[src/rtl/mux_pkg.sv]
// Shared types and defaults for the N:1 registered multiplexer.
package mux_pkg;

    typedef enum logic {
        MODE_FIXED = 1'b0,
        MODE_RR    = 1'b1
    } mux_mode_e;

    localparam int unsigned DefaultN = 16;
    localparam int unsigned DefaultW = 32;

    // Index width that stays at least one bit wide.
    function automatic int unsigned idx_width(input int unsigned n);
        return (n > 1) ? $clog2(n) : 1;
    endfunction

endpackage

[src/rtl/rr_arbiter.sv]
// Combinational rotate-priority search: the first requester after last_grant wins, with wrap.
module rr_arbiter
    import mux_pkg::*;
#(
    parameter  int unsigned N  = DefaultN,
    localparam int unsigned SW = idx_width(N)
) (
    input  logic [N-1:0]  req,
    input  logic [SW-1:0] last_grant,
    output logic          gnt_valid,
    output logic [SW-1:0] gnt_idx
);

    int unsigned first;

    // Candidate at distance k from the search start, folded back into 0..N-1.
    function automatic int unsigned slot(input int unsigned base, input int unsigned k);
        int unsigned s;
        s = base + k;
        if (s >= N) begin
            s = s - N;
        end
        return s;
    endfunction

    always_comb begin
        first = (32'(last_grant) >= N - 1) ? 32'd0 : 32'(last_grant) + 32'd1;
    end

    always_comb begin
        gnt_valid = 1'b0;
        gnt_idx   = '0;
        for (int unsigned k = 0; k < N; k++) begin
            if (!gnt_valid && req[slot(first, k)]) begin
                gnt_valid = 1'b1;
                gnt_idx   = SW'(slot(first, k));
            end
        end
    end

endmodule

[src/rtl/mux_nx1_rr.sv]
// N:1 registered multiplexer with per-channel handshakes, fixed-select or round-robin
// arbitration, and a single-entry output register that sustains one item per cycle.
module mux_nx1_rr
    import mux_pkg::*;
#(
    parameter  int unsigned N  = DefaultN,
    parameter  int unsigned W  = DefaultW,
    localparam int unsigned SW = idx_width(N)
) (
    input  logic          clk,
    input  logic          rst,
    input  logic [W-1:0]  din [N],
    input  logic [N-1:0]  din_valid,
    output logic [N-1:0]  din_ready,
    input  logic          mode,
    input  logic [SW-1:0] sel,
    input  logic [N-1:0]  en_mask,
    output logic [W-1:0]  dout,
    output logic [SW-1:0] dout_ch,
    output logic          dout_valid,
    input  logic          dout_ready
);

    mux_mode_e     mode_e;
    logic          load;

    logic          fix_valid;
    logic          rr_valid;
    logic [SW-1:0] rr_idx;
    logic          grant_valid;
    logic [SW-1:0] grant_idx;

    logic [W-1:0]  dout_d, dout_q;
    logic [SW-1:0] dout_ch_d, dout_ch_q;
    logic          dout_valid_d, dout_valid_q;
    logic [SW-1:0] last_grant_d, last_grant_q;

    assign mode_e = mux_mode_e'(mode);
    assign load   = !dout_valid_q || dout_ready;

    // Guard the select before indexing so an out-of-range sel never reads past din_valid.
    always_comb begin
        fix_valid = 1'b0;
        if (32'(sel) < N) begin
            fix_valid = din_valid[sel];
        end
    end

    rr_arbiter #(
        .N (N)
    ) u_rr_arbiter (
        .req        (din_valid & en_mask),
        .last_grant (last_grant_q),
        .gnt_valid  (rr_valid),
        .gnt_idx    (rr_idx)
    );

    always_comb begin
        grant_valid = 1'b0;
        grant_idx   = '0;
        unique case (mode_e)
            MODE_FIXED: begin
                grant_valid = fix_valid;
                grant_idx   = sel;
            end
            MODE_RR: begin
                grant_valid = rr_valid;
                grant_idx   = rr_idx;
            end
            default: begin
                grant_valid = 1'b0;
                grant_idx   = '0;
            end
        endcase
    end

    // Held low during reset so producers see no accept while the output is being cleared.
    always_comb begin
        din_ready = '0;
        if (!rst && load && grant_valid) begin
            din_ready[grant_idx] = 1'b1;
        end
    end

    always_comb begin
        dout_d       = dout_q;
        dout_ch_d    = dout_ch_q;
        dout_valid_d = dout_valid_q;
        last_grant_d = last_grant_q;
        if (load) begin
            if (grant_valid) begin
                dout_d       = din[grant_idx];
                dout_ch_d    = grant_idx;
                dout_valid_d = 1'b1;
                if (mode_e == MODE_RR) begin
                    last_grant_d = grant_idx;
                end
            end else begin
                dout_valid_d = 1'b0;
            end
        end
    end

    always_ff @(posedge clk or posedge rst) begin
        if (rst) begin
            dout_q       <= '0;
            dout_ch_q    <= '0;
            dout_valid_q <= 1'b0;
            last_grant_q <= SW'(N - 1);
        end else begin
            dout_q       <= dout_d;
            dout_ch_q    <= dout_ch_d;
            dout_valid_q <= dout_valid_d;
            last_grant_q <= last_grant_d;
        end
    end

    assign dout       = dout_q;
    assign dout_ch    = dout_ch_q;
    assign dout_valid = dout_valid_q;

endmodule

[config.mk]
export PLATFORM = sky130hd
export DESIGN_NAME = mux_nx1_rr
export DESIGN_NICKNAME = d
export VERILOG_FILES = /design/src/rtl/mux_pkg.sv /design/src/rtl/rr_arbiter.sv /design/src/rtl/mux_nx1_rr.sv
export SDC_FILE = /design/constraint.sdc
export NUM_CORES = 1
export LEC_CHECK = 0
export CAP_MARGIN = 40
export CORE_AREA = 2 2 233 235
export DETAILED_ROUTE_END_ITERATION = 12
export DIE_AREA = 0 0 235 237
export SLEW_MARGIN = 10
export SYNTH_ARGS = -nofsm -noshare
export SYNTH_HDL_FRONTEND = slang
export SYNTH_SLANG_ARGS = --single-unit
[constraint.sdc]
create_clock -name clk -period 8.46 [get_ports clk]
set_clock_uncertainty 0.2 [all_clocks]
set_input_delay 2.538 -clock clk [delete_from_list [all_inputs] [get_ports clk]]
set_output_delay 2.538 -clock clk [all_outputs]
set_load 0.02 [all_outputs]
Word level (Yosys, flattened, before mapping)

Cells that the tools add are included.

Reduce and logical (&&, ||, !) cells: 38
Mux-type cells: 92
$lt $le $gt $ge: 37
Bitwise gates (word level): 3
Add/subtract/negate cells: 32

Operators by type and width:

| operator                | number |
|---|---|
| $mux W32                | 19 |
| $ge A32 B5 Y1 const B   | 16 |
| $lt A32 B5 Y1 const B   | 16 |
| $sub A32 B5 Y32 const B | 16 |
| $add A32 B4 Y32 const B | 8 |
| $add A32 B3 Y32 const B | 4 |
| $bmux W32 S4            | 1 |
| $bmux W1 S4             | 17 |
| $add A32 B2 Y32 const B | 2 |
| $mux W4                 | 16 |
| $mux W1                 | 35 |
| $add A32 B1 Y32 const B | 1 |
| $logic_and A1 B1 Y1     | 18 |
| $logic_not A1 Y1        | 17 |
| $and A16 B16 Y16        | 1 |
| $mux W16                | 1 |
| $lt A4 B5 Y1 const B    | 2 |
| $pmux W4 S2             | 1 |
| $add A4 B1 Y5 const B   | 1 |
| $ge A5 B5 Y1 const B    | 1 |
| $not A4 Y5              | 1 |
| $demux W1 S4            | 1 |
| $ge A4 B1 Y1 const B    | 1 |
| $ge A4 B4 Y1 const B    | 1 |
| other kinds (5)         | 5 |

Input port bits: 552
Flip-flop bits (word level): 41

Logic depth before layout (Yosys ltp)

Depth after elaboration: 58
Gate-level depth with buffers: 25
Gate-level depth less buffers: 16

Modules after synthesis

A second synthesis with hierarchy kept.

Cell total of the unflattened synthesis: 740
Area, all modules: 8094.0 sq um

By module, submodules not included:

| module     | seq. area each (sq um) | instances | cells each | area an instance (sq um) |
|---|---|---|---|---|
| mux_nx1_rr | 1031.0                 | 1         | 429        | 5597.9 |
| rr_arbiter | 0.0                    | 1         | 311        | 2496.1 |

Worst setup path after synthesis

No wires, ideal clock.

Path type: input to output
Start: input port din_valid[13]
End: output port din_ready[11]
Cell stages on the path: 15
Data required time: 5722 ps
Setup slack: -632 ps
Arrival time: 6354 ps
Buffers on the path: 5
Cells stage by stage: nand2_1 nor3_1 or4_4 mux4_2 or4b_4 nor4_4 o21ai_1 a31oi_2 a21oi_1 buf_4 buf_4 buf_6 buf_4 buf_2 nor3_1

Word-level cells in the longest chain between the ends: 55
Elaborated cells on any way between the ends: 106
Classes of those cells: order compare (2); mux (71); bitwise (1); reduce/logical (32)

RTL lines:

| item                                                                      | RTL line         | source |
|---|---|---|
| from (decl)                                                               | mux_nx1_rr.sv:13 | `input logic [N-1:0] din_valid,` |
| $and A16 B16 Y16                                                          | mux_nx1_rr.sv:52 | `.req (din_valid & en_mask),` |
| $bmux W1 S4                                                               | rr_arbiter.sv:34 | `if (!gnt_valid && req[slot(first, k)]) begin` |
| $mux W1 (implied by the code)                                             | rr_arbiter.sv:34 |  |
| $mux W1                                                                   | rr_arbiter.sv:34 |  |
| $logic_not A1 Y1                                                          | rr_arbiter.sv:34 |  |
| $logic_and A1 B1 Y1                                                       | rr_arbiter.sv:34 |  |
| $mux W1                                                                   | rr_arbiter.sv:34 |  |
| $logic_not A1 Y1                                                          | rr_arbiter.sv:34 |  |
| [39 not listed]                                                           | -                |  |
| $logic_and A1 B1 Y1                                                       | rr_arbiter.sv:34 |  |
| $mux W4                                                                   | rr_arbiter.sv:34 |  |
| $pmux W4 S2                                                               | mux_nx1_rr.sv:61 | `unique case (mode_e)` |
| $lt A4 B5 Y1 (implied by the code) / $ge A4 B1 Y1 (equally long branches) | mux_nx1_rr.sv:81 | `din_ready[grant_idx] = 1'b1;` |
| $logic_and A1 B1 Y1 (implied by the code)                                 | mux_nx1_rr.sv:81 |  |
| $mux W1 (implied by the code)                                             | mux_nx1_rr.sv:81 |  |
| $demux W1 S4                                                              | mux_nx1_rr.sv:81 |  |
| $mux W16 (*)                                                              | mux_nx1_rr.sv:80 | `if (!rst && load && grant_valid) begin` |
| to (decl)                                                                 | mux_nx1_rr.sv:14 | `output logic [N-1:0] din_ready,` |

Every way passes the cells marked *; elsewhere a longest branch is shown, timed or not. The select of a mux whose other input is x is not followed.

Worst setup path in the final report

Start: input port en_mask[4]
End: output port din_ready[6]

Word-level cells in the longest chain between the ends: 55
Elaborated cells on any way between the ends: 104
Classes of those cells: order compare (2); mux (69); bitwise (1); reduce/logical (32)

RTL lines:

| item                                                                      | RTL line         | source |
|---|---|---|
| from (decl)                                                               | mux_nx1_rr.sv:17 | `input logic [N-1:0] en_mask,` |
| $and A16 B16 Y16 (*)                                                      | mux_nx1_rr.sv:52 |  |
| $bmux W1 S4                                                               | rr_arbiter.sv:34 |  |
| $mux W1 (implied by the code)                                             | rr_arbiter.sv:34 |  |
| $mux W1                                                                   | rr_arbiter.sv:34 |  |
| $logic_not A1 Y1                                                          | rr_arbiter.sv:34 |  |
| $logic_and A1 B1 Y1                                                       | rr_arbiter.sv:34 |  |
| $mux W1                                                                   | rr_arbiter.sv:34 |  |
| $logic_not A1 Y1                                                          | rr_arbiter.sv:34 |  |
| [39 not listed]                                                           | -                |  |
| $logic_and A1 B1 Y1                                                       | rr_arbiter.sv:34 |  |
| $mux W4                                                                   | rr_arbiter.sv:34 |  |
| $pmux W4 S2                                                               | mux_nx1_rr.sv:61 |  |
| $lt A4 B5 Y1 (implied by the code) / $ge A4 B1 Y1 (equally long branches) | mux_nx1_rr.sv:81 |  |
| $logic_and A1 B1 Y1 (implied by the code)                                 | mux_nx1_rr.sv:81 |  |
| $mux W1 (implied by the code)                                             | mux_nx1_rr.sv:81 |  |
| $demux W1 S4                                                              | mux_nx1_rr.sv:81 |  |
| $mux W16 (*)                                                              | mux_nx1_rr.sv:80 |  |

Marked as above.

==> impl_metrics.tcl <==
set metrics [dict create \
    crit_buf_inv 4 \
    nNetsFinal 2537 \
    start_kind "input port" \
    finalNonFillerCells 2676 \
    max_stage_delay_ps 610 \
    cts_tree "yes" \
    crit_type "input port to output port" \
    synth_seq_cells 41 \
    first_pass_iters 5 \
    path_common_cell "nor3_4" \
    cts-buffers-inserted 5 \
    cts.reportedPaths.clkPinSlew_ps 60 \
    core_area_sq_um 53300 \
    crit_chain "buf_2, nand2_4, nor3_4, or4_4, mux4_2, or4b_4, buf_12, nor4_4, and2_4, a2111o_1, o211ai_1, buf_4, nor2_4, nand2_8, nor3_4, buf_6" \
    utilization_pct 35.2 \
    rsz0062_at_grt "true" \
    drc 0 \
    cp_max_fo 5 \
    synth_area_sq_um 9360 \
    synth-edff-count 0 \
    critPathCaptureType "output port" \
    ff2ff_setup_slack_ps 980 \
    cap_violations 0 \
    cts_root_buffer "clkbuf_16" \
    route.antenna.remaining_nets 0 \
    fin_hold_ws_ps 303 \
    path_delay_family "simple AND/OR/NAND/NOR gates" \
    clk_latency_ps 300 \
    dieWidth_microns 235 \
    netlist.area_leader.share_pct 22.5 \
    cts_hold_buf 0 \
    slew-limit-headroom_pct 39.5 \
    tns_ps -5820 \
    status "finished with violations" \
    io_pins 605 \
    overflow 0 \
    clockBufferDepth 2 \
    synth_nets 1782 \
    min_path_type "flop to flop" \
    tightest_slew_ps 907 \
    dp_hpwl_microns 56600 \
    track_usage_pct 23.2 \
    yosys_warnings 0 \
    critPathSlowestCell "or4b_4" \
    area_delta_synth_final_pct 101 \
    dieHeight_microns 237 \
    violations "negative setup slack" \
    worstPathRequired_ps 5720 \
    seq_area_frac_synth_pct 11.0 \
    drive_gt1_share_pct 24.4 \
    cts.sink_count 41 \
    synthDistinctLibCells 80 \
    wl_microns 68900 \
    async_reset_ff_share_pct 100 \
    finalSetupViolations 16 \
    period_needed_ps 8880 \
    ys_top_cells_by_area "mux2i_1 22%, dfrtp_1 9.9%, nand2_1 8.4%" \
    fin_ws_ps -418 \
    syn_inst 1223 \
    yosysTopAreaCell "mux2i_1" \
    synth_area_per_cell_sq_um 7.65 \
    avgRoutedWirePerCell_microns 25.7 \
    place_congestion 0.927 \
    vias 13500 \
    die-area_sq_um 55700 \
    report.final.slew_viol_count 0 \
    grt_max_degree 127 \
    viasPerCell 5.03 \
    max_freq_mhz 113 \
    ys_dominant_reg_cell "dfrtp_1" \
    hold_viol 0 \
    rows 85 \
    antenna_found_initial 8 \
    port_buffers 604 \
    initial_core_util_pct 17.6 \
    fin_crit_sh_pct 105 \
    grt_pass1_wl_microns 94400 \
    crit_arrival_ps 6140 \
    dp_cells 2616 \
    htreeDepth 2 \
    synthTopCellsByCount "210 x mux2i_1, 210 x nand2_1, 78 x nand3_1" \
    drt_iter0_drc 916 \
    grt_pass1_vias 13700 \
]
-- layer usage --
metal,track usage (%),up-vias,wire length [microns]
met5,1.73,-,218
met4,7.69,14,2430
met3,8.06,89,7230
met2,35.9,680,30200
met1,29.8,6411,28800
li1,-,6265,-
-- through the flow --
stage               instance area (sq um)  setup slack [ps]
detailed placement                  17700             -1340
floorplan                            9750              -194
global placement                    17600             -1300
global route                        18800              -526
finish                              18800              -418
CTS                                 18500              -441
-- cells in the final DEF, fill, tap and decap left out, types with 14 or more instances in the layout --
cell and n:
a21oi_1 18, inv_1 37, nor4_1 14, clkdlybuf4s50_1 556
dfrtp_1 37, a211oi_1 59, nand2_1 193, a221oi_1 58
nor3_4 21, nor2_1 22, buf_4 229, mux2i_1 206
mux4_2 28, nor3_1 19, buf_6 36, buf_2 20
a32oi_1 32, nand3_1 74, o21ai_1 35
-- repair_timing --
item,4_1_cts,5_1_grt
setup buffers,42,9
hold endpoints to repair,0,0
resized for setup,264,50
setup endpoints to repair,37,21
gates cloned,1,1
pin swaps,74,44
-- worst paths after layout --
| kind | startpoint | end | depth (start not counted) |
|---|---|---|---|
| max in group asynchronous | rst | last_grant_q[0]$_DFFE_PP1P_ | 3 |
| max | en_mask[4] | din_ready[6] | 16 |
| max reg2reg | last_grant_q[0]$_DFFE_PP1P_ | dout[24]$_DFFE_PP0P_ | 22 |
| min | dout[27]$_DFFE_PP0P_ | dout[27]$_DFFE_PP0P_ | 2 |
| min reg2reg | dout[27]$_DFFE_PP0P_ | dout[27]$_DFFE_PP0P_ | 2 |
| min in group asynchronous | rst | dout[10]$_DFFE_PP0P_ | 2 |
-- worst reg2reg max path: cells and delay by family (launching register included) --
family                     cells  cell delay [ps]
buffers and inverters          8             2220
AOI/OAI and AO/OA              7             2090
adders and majority gates      1              340
muxes                          3              760
DFF                            1              400
and+or+nand+nor                3             1320
-- flip-flops by register name, indices dropped and copies added, names as in the netlist --
register and cells:
dout 32, dout_ch 4, dout_valid 1, last_grant_q 4
-- logic make-up (layout without fill, tap and decap cells) --
group / after synthesis / count (layout) / share of synthesized area, %
xor gates and xnor gates: 11 / 11 / 1.11
other: 0 / 1 / 0
adders and majority gates: 7 / 7 / 0.936
and+or+nand+nor: 438 / 439 / 22.1
AOI/OAI and AO/OA: 312 / 312 / 25.2
muxes: 255 / 255 / 31.2
DFF: 41 / 41 / 11.0
buffers and inverters: 159 / 914 / 8.41
-- layout make-up --
| cell class | instances | area (sq um) |
|---|---|---|
| Antenna cell | 1 | 2.50 |
| Clock buffer | 7 | 133 |
| Clock inverter | 1 | 5.00 |
| Fill cell | 5491 | 34500 |
| Inverter | 40 | 150 |
| Multi-Input combinational cell | 1024 | 8410 |
| Sequential cell | 41 | 1030 |
| Tap cell | 696 | 871 |
| Timing Repair Buffer | 866 | 8180 |
Power of run 1 is not shown: default switching activity piles up to over one toggle a cycle in this logic, so the estimate is an artifact.
